<file path="src/rtl/serial_subtractor.sv">
// ============================================================================
//  Module      : serial_subtractor
//  Description : Bit-serial two's-complement subtractor. Computes
//                in1 - in2 - b_in one bit per clock, LSB first, with a single
//                full-subtractor cell and a borrow flip-flop, under a
//                start/busy/done handshake.
//                Optional signed-overflow output enabled by defining
//                SERIAL_SUB_OVF_EN.
//  Revision    : 1.0 - initial release
// ============================================================================
`default_nettype none

module serial_subtractor #(
    parameter int WIDTH = 8
) (
    input  logic             clk,
    input  logic             rst_n,
    input  logic             start,
    input  logic [WIDTH-1:0] in1,
    input  logic [WIDTH-1:0] in2,
    input  logic             b_in,
    output logic             busy,
    output logic             done,
    output logic [WIDTH-1:0] diff,
    output logic             b_out
`ifdef SERIAL_SUB_OVF_EN
    ,
    output logic             ovf
`endif
);

    localparam int                 c_CNT_W = (WIDTH > 2) ? $clog2(WIDTH) : 1;
    localparam logic [c_CNT_W-1:0] c_LAST  = c_CNT_W'(WIDTH - 1);
    localparam logic [c_CNT_W-1:0] c_ONE   = c_CNT_W'(1);

    typedef enum logic [1:0] {
        S_IDLE  = 2'd0,
        S_SHIFT = 2'd1,
        S_DONE  = 2'd2
    } state_t;

    state_t             r_state;
    state_t             w_state_nxt;
    logic [WIDTH-1:0]   r_a_sr;
    logic [WIDTH-1:0]   r_b_sr;
    logic               r_borrow;
    logic [c_CNT_W-1:0] r_cnt;

    logic               w_accept;
    logic               w_step;
    logic               w_last;
    logic               w_a;
    logic               w_b;
    logic               w_d;
    logic               w_br_nxt;

    // Full-subtractor cell operating on the current LSBs and stored borrow.
    always_comb begin
        w_a      = r_a_sr[0];
        w_b      = r_b_sr[0];
        w_d      = w_a ^ w_b ^ r_borrow;
        w_br_nxt = (~w_a & w_b) | (~(w_a ^ w_b) & r_borrow);
        w_accept = (r_state == S_IDLE) && start;
        w_step   = (r_state == S_SHIFT);
        w_last   = w_step && (r_cnt == c_LAST);
    end

    // State register; reset aborts any operation in flight.
    always_ff @(posedge clk or negedge rst_n) begin
        if (!rst_n) begin
            r_state <= S_IDLE;
        end else begin
            r_state <= w_state_nxt;
        end
    end

    // Next-state and handshake outputs (busy/done decode directly from state).
    always_comb begin
        w_state_nxt = r_state;
        busy        = 1'b0;
        done        = 1'b0;
        case (r_state)
            S_IDLE: begin
                if (start) begin
                    w_state_nxt = S_SHIFT;
                end
            end
            S_SHIFT: begin
                busy = 1'b1;
                if (r_cnt == c_LAST) begin
                    w_state_nxt = S_DONE;
                end
            end
            S_DONE: begin
                busy        = 1'b1;
                done        = 1'b1;
                w_state_nxt = S_IDLE;
            end
            default: begin
                w_state_nxt = S_IDLE;
            end
        endcase
    end

    // Operand capture on accept, then one bit-step per SHIFT cycle; results
    // are only touched on accept and during SHIFT, so they hold otherwise.
    always_ff @(posedge clk or negedge rst_n) begin
        if (!rst_n) begin
            r_a_sr   <= '0;
            r_b_sr   <= '0;
            r_borrow <= 1'b0;
            r_cnt    <= '0;
            diff     <= '0;
            b_out    <= 1'b0;
        end else if (w_accept) begin
            r_a_sr   <= in1;
            r_b_sr   <= in2;
            r_borrow <= b_in;
            r_cnt    <= '0;
            diff     <= '0;
            b_out    <= 1'b0;
        end else if (w_step) begin
            r_a_sr   <= {1'b0, r_a_sr[WIDTH-1:1]};
            r_b_sr   <= {1'b0, r_b_sr[WIDTH-1:1]};
            r_borrow <= w_br_nxt;
            r_cnt    <= r_cnt + c_ONE;
            diff     <= {w_d, diff[WIDTH-1:1]};
            if (w_last) begin
                b_out <= w_br_nxt;
            end
        end
    end

`ifdef SERIAL_SUB_OVF_EN
    // Signed overflow: operand signs differ and result sign differs from in1.
    always_ff @(posedge clk or negedge rst_n) begin
        if (!rst_n) begin
            ovf <= 1'b0;
        end else if (w_accept) begin
            ovf <= 1'b0;
        end else if (w_last) begin
            ovf <= (w_a != w_b) && (w_d != w_a);
        end
    end
`endif

endmodule

`default_nettype wire
</file>
<file path="config.mk">
export PLATFORM = sky130hd
export DESIGN_NAME = serial_subtractor
export DESIGN_NICKNAME = d
export VERILOG_FILES = /design/src/rtl/serial_subtractor.sv
export SDC_FILE = /design/constraint.sdc
export NUM_CORES = 1
export LEC_CHECK = 0
export BUFFER_PORTS_ARGS = -buffer_cell sky130_fd_sc_hd__buf_2
export CAP_MARGIN = 20
export CORE_MARGIN = 2
export CORE_UTILIZATION = 55
export CTS_CLUSTER_DIAMETER = 100
export DETAILED_ROUTE_END_ITERATION = 16
export HOLD_SLACK_MARGIN = 0.1
export PLACE_DENSITY_LB_ADDON = 0.12
export SLEW_MARGIN = 30
export SYNTH_ARGS = -nofsm -noshare
export SYNTH_HDL_FRONTEND = slang
export SYNTH_SLANG_ARGS = --single-unit
</file>
<file path="constraint.sdc">
create_clock -name clk -period 1.7 [get_ports clk]
set_clock_uncertainty 0.2 [all_clocks]
set_input_delay 0 -clock clk [delete_from_list [all_inputs] [get_ports clk]]
set_output_delay 0 -clock clk [all_outputs]
set_load 0.03 [all_outputs]
</file>
==> results by group, run 1 <==
Synthesis
  • Compound-gate portion of the synthesized area: 10.88%
  • Top cell type's share of synthesized area: between 40% and 50%
  • Largest family of logic cells by synthesized area: multiplexers
  • Netlist cell types: 22
  • Synth warn: 0
  • Post-Syn Area per Cell: 12.43 µm²
  • EDFF count, synth: 0
  • Synth Area in Simple Gates: 13.03%
  • Xor and xnor fraction of the mapped netlist area: 0.5181%
  • Asr flop ratio synth: 100.0%
  • Largest area contributor in the netlist: dfrtp_1
  • Top cells by count, synth: dfrtp_1 (31), mux2i_1 (24), nand2_2 (17), o21ai_2 (17), nor2_2 (10)
  • Count leader, synth: dfrtp_1
  • Synth Area in Adders: 5.625%
  • Synthesized area: 1690 µm²
  • Ys flop type: dfrtp_1
  • Top cells by area, synth: dfrtp_1 (46%), mux2i_1 (14%), o21ai_2 (8.8%)
  • Post-Syn Instances: 136
  • Seq/Total Area, Yosys: 45.89%
  • Syn Nets: 163
  • Post-synthesis mux area share: 15.10%
  • Yosys reg bits: 31

Pwr
  • Internal power: ~2100 µW
  • VDD IR max: approximately 1.1 mV
  • Leak Pwr: a little over 0.001 µW
  • Clock power share: 13.8%
  • Sequential share of power: 35.1%
  • Switching power share of the total: roughly 40%
  • Logic pwr share: between 50% and 60%
  • PwrDens: 1676 nW/µm²
  • Sw Pwr: between 1000 and 1500 µW

Die
  • Core Area: 2978 µm²
  • Row Count: 20
  • Starting Density: 56.76%
  • Die height: 59.44 µm
  • Io pins: 31
  • Die Area: 3533 µm²
  • Die W: 59.44 µm

Clock tree
  • Post-CTS sizing: 0
  • Setup Fix Bufs, Post-CTS: 0
  • Clk pin slew, worst setup/hold paths: 100 ps
  • Hold_buf cts: 20
  • H-tree levels: 2
  • Root buffer cell: clkbuf_4
  • CTS max path bufs: 2
  • TritonCTS Sinks: 31
  • Clk_lat worst skew: ~320 ps
  • CTS tree: done
  • Total CTS buffers: 5

Global route
  • Total GRT Usage: 18.23%
  • Vias in the first global route: 1142
  • First-pass GRT wire length: between 4000 and 5000 µm
  • Initial antenna violation count: 0
  • Pin count of the biggest net entering global routing: 32
  • Remaining Overflow, GRT: 0

Routing
  • Vias: 1121
  • Total routed wirelength: 2727 µm
  • Max layer used: met4
  • Detail Route Antenna Nets: 0
  • WL met1: roughly 1300 µm
  • Drt via density: roughly 5.0
  • DR WL/cell: 12.28 µm
  • Initial drt markers: 17
  • Number of detailed-route iterations in the first pass: 2
  • Residual DRC: 0
  • Met3 routed WL: 135 µm
  • Routed wl met2: around 1300 µm

STA
  • Fmax: 0.6234 GHz
  • Final TNS setup: 0 ps
  • Worst-Margin Slew: 667.4 ps
  • Final Setup Violations: 0
  • Slew Viols, Final: 0
  • Final setup margin: 95.78 ps
  • Unrepaired setup endpoints after global routing: false
  • Period utilization: 94.37%
  • Max-slew headroom: between 50% and 60%
  • Final Hold Viols: 0
  • Tmin final: 1604 ps

Flow run
  • Max Cap Viol: 0

Place
  • Dpl cells: 194
  • Final GP Congestion: 0.6746
  • Estimated wirelength of the detail-placed design: 1811 µm
  • Port bufs: 30
  • Pre-CTS setup slack: 101.6 ps

Worst setup path
  • WS Path Type: flop to flop
  • Reg-to-reg endpoint: r_a_sr[5]$_DFFE_PN0P_
  • Crit path DAT: 1610 ps
  • Crit path from: r_state[1]$_DFFE_PN0P_
  • CP max FO: 21
  • Worst setup SP type: flop
  • Worst R2R Path Depth: 5
  • Element type at the critical path end: flop
  • Reg2reg setup slack: between 90 and 100 ps
  • Critical Path RT: 1710 ps
  • Worst flop-to-flop path startpoint: r_state[1]$_DFFE_PN0P_

Hold path
  • Worst min path class: input port to flop
  • Hold path cells: 4
  • Worst Hold Path EP: r_b_sr[4]$_DFFE_PN0P_
  • Worst Min Path Start: in2[4]

Finish
  • Nets: 215
  • Post-Layout Cell Count: 222
  • Diodes inserted: 0
  • Area of the multi-input gates: approximately 770 µm²
  • Layout cells sized above 1: 48.15%
  • Register area: 775.7 µm²
  • Fillers: 236
  • Layout area overhead: 23.54%

Outcome
  • Run status: completed
==> power groups by stage <==
stage               Sequential [µW]  Combinational, µW  Clock (µW)
floorplan                      1320               1460           0
global placement               1220               1730           0
detailed placement             1240               1770           0
CTS                            1230               1820         503
global route                   1270               1960         531
finish                         1230               1790         484
==> registers in the layout (all words and copies together), names as in the netlist <==
| signal | count |
|---|---|
| b_out | 1 |
| diff | 8 |
| r_a_sr | 8 |
| r_b_sr | 8 |
| r_borrow | 1 |
| r_cnt | 3 |
| r_state | 2 |
==> final cells by class <==
type / count / area share (%)
multi-input cells: 91 / 36.67
flip-flops and latches: 31 / 37.15
repair buffers: 54 / 20.01
clock buffers: 8 / 3.295
inverters: 5 / 0.8987
well taps: 33 / 1.977
==> cell usage in the layout, fill, tap and decap left out <==
master         netlist  final
or2_1                1      1
dlygate4sd3_1        0     20
o21ai_2             17     17
mux2i_1             24     24
buf_12               4      3
ha_1                 6      5
clkbuf_4             0      5
nand2b_1             2      2
clkbuf_1             0      1
o21ai_0              2      2
ha_2                 0      1
xnor2_1              1      1
nor2_1               1      1
buf_4                1      1
nand2_1              3      3
fa_1                 1      1
nor2b_2              1      1
clkbuf_8             0      2
inv_1                5      5
a21oi_2              2      2
nor2_2              10     10
o21a_1               1      1
mux2_4               1      1
and2_4               1      1
buf_2                0     30
dfrtp_1             31     31
nand2_2             17     17
==> layer usage <==
metal	vias to the layer above	global-route usage, %
met2	26	29.36
li1	559	-
met4	0	6.818
met1	534	22.38
met3	2	6.550
met5	-	0
==> cells by family (layout without fill, tap and decap cells) <==
kind of cell	Yosys count	after routing
XOR/XNOR	1	1
AO/OA/AOI/OAI	22	22
buffers and inverters	14	67
AND/OR/NAND/NOR	36	36
flip-flops	31	31
multiplexers	25	25
adder cells (fa/ha/maj)	7	7
==> through the flow <==
step                hold WS (ps)  utilization [%]  cell area [µm²]  total power [µW]
floorplan                 -495.6                -             1690              2777
global placement          -120.8            61.09             1819              2951
detailed placement        -114.8            61.09             1819              3015
CTS                        187.2            70.13             2088              3549
global route               194.9            70.13             2088              3755
finish                     201.4            70.13             2088              3499
==> worst max path at each step <==
stage | endpoint | slack [ps] | cells past startpoint
after floorplan | r_state[0]$_DFFE_PN0P_ | 200 | 5
after global placement | r_a_sr[4]$_DFFE_PN0P_ | 160 | 5
after detailed placement | r_a_sr[5]$_DFFE_PN0P_ | 100 | 5
after CTS | r_a_sr[5]$_DFFE_PN0P_ | 70 | 5
after global routing | r_a_sr[5]$_DFFE_PN0P_ | 20 | 5
final | r_a_sr[5]$_DFFE_PN0P_ | 100 | 5
==> critical path, stage by stage (launching register included) <==
cell and delay (ps):
dfrtp_1 400, inv_1 120, ha_2 260, buf_12 200, mux2i_1 250, o21ai_2 70
(Power assumes the default switching activity.)
==> run 2, diff against run 1 <==
- GPL_TIMING_DRIVEN: unset -> 0
==> results by group, run 2 (synthesized netlist as in run 1, its figures left out) <==
Outcome
  • Run status: completed

Finish
  • Nets: 220
  • Diodes inserted: 0
  • Layout area overhead: 27.46%
  • Biggest regs: diff x8, r_a_sr x8, r_b_sr x8
  • Layout cells sized above 1: roughly half
  • Commonest cells after routing, fill and taps aside: dfrtp_1 (31), buf_2 (30), mux2i_1 (24)
  • Register area: ~780 µm²
  • Final Core Density: 72.35%
  • Post-Layout Cell Count: 227
  • Area of the multi-input gates: 763.2 µm²
  • Fillers: 228
  • Commonest non-fill, non-tap cell in the layout: dfrtp_1

Place
  • Dpl cells: roughly 200
  • Estimated wirelength of the detail-placed design: 2023 µm
  • Final GP Congestion: 0.6791
  • Port bufs: 30

Die
  • Core Area: 2978 µm²
  • Row Count: 20
  • Die W: between 50 and 60 µm
  • Die height: 59.44 µm
  • Starting Density: 56.76%
  • Io pins: 31
  • Die Area: about 3500 µm²

Flow run
  • Max Cap Viol: 0

STA
  • Final Setup Violations: 0
  • Fmax: 0.6157 GHz
  • Max-slew headroom: 54.60%
  • Period utilization: about 96%
  • Final Hold Viols: 0
  • Slew Viols, Final: 0
  • Worst-Margin Slew: 681.1 ps
  • Unrepaired setup endpoints after global routing: false
  • Tmin final: roughly 1600 ps
  • Final TNS setup: 0 ps

Worst setup path
  • Worst setup SP type: flop
  • Slowest CP cell: dfrtp_1
  • Worst R2R Path Depth: 6
  • Element type at the critical path end: flop
  • Reg-to-reg endpoint: r_a_sr[3]$_DFFE_PN0P_
  • Worst flop-to-flop path startpoint: r_state[1]$_DFFE_PN0P_
  • Crit path DAT: 1660 ps
  • WS Path Type: flop to flop
  • Reg2reg setup slack: 80 ps
  • Critical Path RT: approximately 1700 ps
  • CP Cell Sequence: inv_1 -> ha_1 -> buf_4 -> buf_6 -> mux2i_1 -> o21ai_2
  • Buffers and inverters on the worst path: 3
  • Delay-heaviest family, CP: buffers and inverters
  • Slowest Stage Delay on Critical Path: 400 ps
  • CP max FO: 10

Routing
  • Drt via density: 5.066
  • Detail Route Antenna Nets: 0
  • Number of detailed-route iterations in the first pass: 5
  • DR WL/cell: around 14 µm
  • Total routed wirelength: 3079 µm
  • Residual DRC: 0
  • Initial drt markers: 28
  • Vias: 1150

Global route
  • Pin count of the biggest net entering global routing: 32
  • Vias in the first global route: roughly 1200
  • First-pass GRT wire length: 4919 µm
  • Initial antenna violation count: 0
  • Total GRT Usage: approximately 19%
  • Remaining Overflow, GRT: 0

Pwr
  • VDD IR max: 0.9300 mV
  • Leak Pwr: 0.001060 µW
  • PwrDens: 1705 nW/µm²

Hold path
  • Worst min path class: input port to flop
  • Hold path cells: 4
  • Worst Hold Path EP: r_b_sr[7]$_DFFE_PN0P_
  • Worst Min Path Start: in2[7]

Clock tree
  • CTS max path bufs: 2
  • Clk pin slew, worst setup/hold paths: 110 ps
  • Clk_lat worst skew: 340 ps
  • Total CTS buffers: 5
  • Post-CTS sizing: 0
  • Root buffer cell: clkbuf_4
  • H-tree levels: 2
  • CTS tree: done
  • TritonCTS Sinks: 31
==> run 2: cell count changes in the layout (fill, tap and decap cells not counted), sizes merged <==
cell | previous run | this run
buf | 34 | 39
clkbuf | 8 | 7
clkinvlp | 0 | 1
==> run 2: worst register-to-register path: cells and delay by family, from the launching register on <==
| kind | cells | cell delay, ps |
|---|---|---|
| AOI/OAI and AO/OA | 1 | 60 |
| adders and majority gates | 1 | 170 |
| buffers and inverters | 3 | 440 |
| DFF | 1 | 400 |
| muxes | 1 | 260 |
==> run 2: worst max-delay path by stage <==
| stage | startpoint | to | slack, ps | cells past startpoint |
|---|---|---|---|---|
| 2_1_floorplan | r_state[0]$_DFFE_PN0P_ | r_state[0]$_DFFE_PN0P_ | 200 | 5 |
| 3_3_place_gp | r_state[0]$_DFFE_PN0P_ | r_state[0]$_DFFE_PN0P_ | 160 | 5 |
| 3_5_place_dp | r_state[1]$_DFFE_PN0P_ | r_a_sr[0]$_DFFE_PN0P_ | 110 | 6 |
| 4_1_cts | r_state[1]$_DFFE_PN0P_ | r_b_sr[1]$_DFFE_PN0P_ | 70 | 6 |
| 5_1_grt | r_state[1]$_DFFE_PN0P_ | r_a_sr[6]$_DFFE_PN0P_ | 4 | 6 |
| 6_report | r_state[1]$_DFFE_PN0P_ | r_a_sr[3]$_DFFE_PN0P_ | 80 | 6 |
==> run 2: stage by stage <==
step	instance area [µm²]	setup WS, ps	power, µW	hold slack [ps]
5_1_grt	2155	4.360	3918	199.5
2_1_floorplan	1690	200.8	2777	-495.6
6_report	2155	75.91	3674	188.7
3_5_place_dp	1882	108.6	3156	-119.9
4_1_cts	2155	71.94	3707	181.3
3_3_place_gp	1882	160.3	3075	-126.7
==> run 2: cell type report <==
class,count,area share [%]
multi-input combinational,91,35.42
tap,33,1.916
clock inverter,1,0.3484
sequential,31,36.00
timing repair buffer,50,16.26
inverter,5,0.8711
clock buffer,7,3.020
buffer,9,6.156
==> run 2: report_power, final <==
group | leakage, µW | total (µW) | internal, µW | switching (µW)
Sequential | 0.000399 | 1230 | 1040 | 187
Combinational | 0.000623 | 1940 | 909 | 1030
Clock | 0.0000375 | 507 | 242 | 266
Total | 0.00106 | 3670 | 2190 | 1480
==> run 2: timing repair <==
| item | 4_1_cts | 5_1_grt |
|---|---|---|
| setup buffers | 0 | 0 |
| hold buffers | 20 | 0 |
| hold endpoints to repair | 52 | 0 |
==> run 2: routing by layer <==
layer / up-vias / GRT usage [%] / part of all wire [%]
li1: 570 / - / -
met1: 546 / 22.11 / 44
met2: 28 / 34.38 / 50
met3: 6 / 3.930 / 4.6
met4: 0 / 8.766 / 1.5
met5: - / 0 / 0
==> run 3, diff against run 2 <==
- MAX_ROUTING_LAYER: unset -> met4
- PLACE_DENSITY: unset -> 0.79
- PLACE_DENSITY_LB_ADDON: 0.12 -> unset
==> results by group, run 3 (synthesized netlist as in run 1, its figures left out) <==
Clock tree
  • CTS tree: done
  • H-tree levels: 2
  • Clk pin slew, worst setup/hold paths: 100 ps
  • Total CTS buffers: 5
  • CTS max path bufs: 2
  • Root buffer cell: clkbuf_4
  • Clk_lat worst skew: 340 ps
  • TritonCTS Sinks: 31

Outcome
  • Run status: completed

Global route
  • Pin count of the biggest net entering global routing: 32
  • Vias in the first global route: 1150
  • Total GRT Usage: a little over a fifth
  • Initial antenna violation count: 0
  • Remaining Overflow, GRT: 0
  • First-pass GRT wire length: 5161 µm

Routing
  • Drt via density: 5.004
  • Total routed wirelength: approximately 3100 µm
  • Initial drt markers: 27
  • Residual DRC: 0
  • Number of detailed-route iterations in the first pass: 4
  • Vias: 1131
  • DR WL/cell: between 10 and 15 µm
  • Detail Route Antenna Nets: 0

Place
  • Final GP Congestion: 0.7196
  • Port bufs: 30
  • Pre-CTS setup slack: 96.23 ps
  • Estimated wirelength of the detail-placed design: 2035 µm

Finish
  • Commonest cells after routing, fill and taps aside: dfrtp_1 (31), buf_2 (30), mux2i_1 (22)
  • Diodes inserted: 0
  • Nets: 220
  • Biggest regs: diff x8, r_a_sr x8, r_b_sr x8
  • Fillers: between 200 and 250
  • Layout area overhead: 26.94%
  • Commonest non-fill, non-tap cell in the layout: dfrtp_1
  • Layout cells sized above 1: between 50% and 60%

Worst setup path
  • Slowest CP cell: dfrtp_1
  • CP Cell Sequence: inv_1 -> ha_1 -> nor2b_2 -> a21oi_2 -> mux2_4
  • Worst flop-to-flop path startpoint: r_state[0]$_DFFE_PN0P_
  • Worst setup SP type: flop
  • Slowest Stage Delay on Critical Path: 390 ps
  • CP max FO: 3
  • Reg2reg setup slack: 80 ps
  • Reg-to-reg endpoint: r_state[0]$_DFFE_PN0P_
  • Worst R2R Path Depth: 5
  • WS Path Type: flop to flop
  • Element type at the critical path end: flop
  • Crit path DAT: 1650 ps
  • Critical Path RT: 1730 ps

STA
  • Unrepaired setup endpoints after global routing: false
  • Worst-Margin Slew: 681.3 ps
  • Final Hold Viols: 0
  • Final Setup Violations: 0
  • Fmax: 0.6154 GHz
  • Final TNS setup: 0 ps
  • Tmin final: between 1500 and 2000 ps
  • Max-slew headroom: a little over half
  • Slew Viols, Final: 0
  • Hold slack: 188.6 ps
  • Period utilization: between 90% and 100%
  • Final setup margin: 75.05 ps

Pwr
  • Leak Pwr: 0.001053 µW
  • VDD IR max: 1.156 mV
  • PwrDens: 1698 nW/µm²

Die
  • Io pins: 31
  • Starting Density: 56.76%
  • Die height: between 50 and 60 µm
  • Row Count: 20
  • Core Area: 2978 µm²
  • Die Area: 3533 µm²
  • Die W: 59.44 µm

Hold path
  • Worst Hold Path EP: r_b_sr[4]$_DFFE_PN0P_
  • Worst min path class: input port to flop
  • Hold path cells: 4
  • Worst Min Path Start: in2[4]

Flow run
  • Max Cap Viol: 0
-- run 3: cell type report --
cell class	count	area [µm²]	area share, %
Buffer	9	132.6	6.181
Clock buffer	6	51.30	2.391
Clock inverter	1	5.005	0.2332
Inverter	5	18.77	0.8746
Multi-Input combinational cell	91	770.7	35.92
Sequential cell	31	775.7	36.15
Tap cell	33	41.29	1.924
Timing Repair Buffer	50	350.3	16.33
-- run 3: metrics by stage --
step                utilization (%)  power [µW]  cell area, µm²  std cells
finish                        72.06        3643            2146        226
global route                  72.06        3926            2146        226
CTS                           71.81        3656            2138        226
detailed placement            63.19        3158            1882        199
global placement              63.19        3071            1882        199
floorplan                         -        2777            1690        136
-- run 3: where the power goes --
group / leakage [µW] / switching [µW] / total (µW) / internal [µW]
sequential: 0.000399 / 194 / 1230 / 1040
combinational: 0.000620 / 1030 / 1960 / 926
clock: 0.0000341 / 258 / 449 / 191
total: 0.00105 / 1480 / 3640 / 2160
-- run 3: how the worst max path moves through the flow --
stage,end,slack [ps],startpoint
6_report,r_state[0]$_DFFE_PN0P_,80,r_state[0]$_DFFE_PN0P_
3_5_place_dp,r_state[0]$_DFFE_PN0P_,100,r_state[0]$_DFFE_PN0P_
2_1_floorplan,r_state[0]$_DFFE_PN0P_,200,r_state[0]$_DFFE_PN0P_
4_1_cts,r_state[0]$_DFFE_PN0P_,80,r_state[0]$_DFFE_PN0P_
3_3_place_gp,r_state[0]$_DFFE_PN0P_,160,r_state[0]$_DFFE_PN0P_
5_1_grt,r_a_sr[0]$_DFFE_PN0P_,0.6,r_state[1]$_DFFE_PN0P_
-- run 3: timing repair --
item	4_1_cts	5_1_grt
gates resized for setup	0	2
endpoints found under the setup margin	0	1
hold buffers	20	0
setup buffers	0	0
endpoints found under the hold margin	52	0
-- run 3: worst max-delay path: cells and delay by family, from the launching register on --
kind | cells | cell delay [ps]
buf+inv | 1 | 90
simple gates | 1 | 170
fa+ha+maj | 1 | 210
mux | 1 | 310
flops | 1 | 390
compound gates | 1 | 140
-- run 3: per-layer routing --
layer	GRT usage [%]	vias to the layer above	share of wire [%]
met5	-	-	0
met2	34.07	28	50
met3	5.459	7	4.8
met1	24.36	534	43
met4	11.04	0	2.2
li1	-	562	-
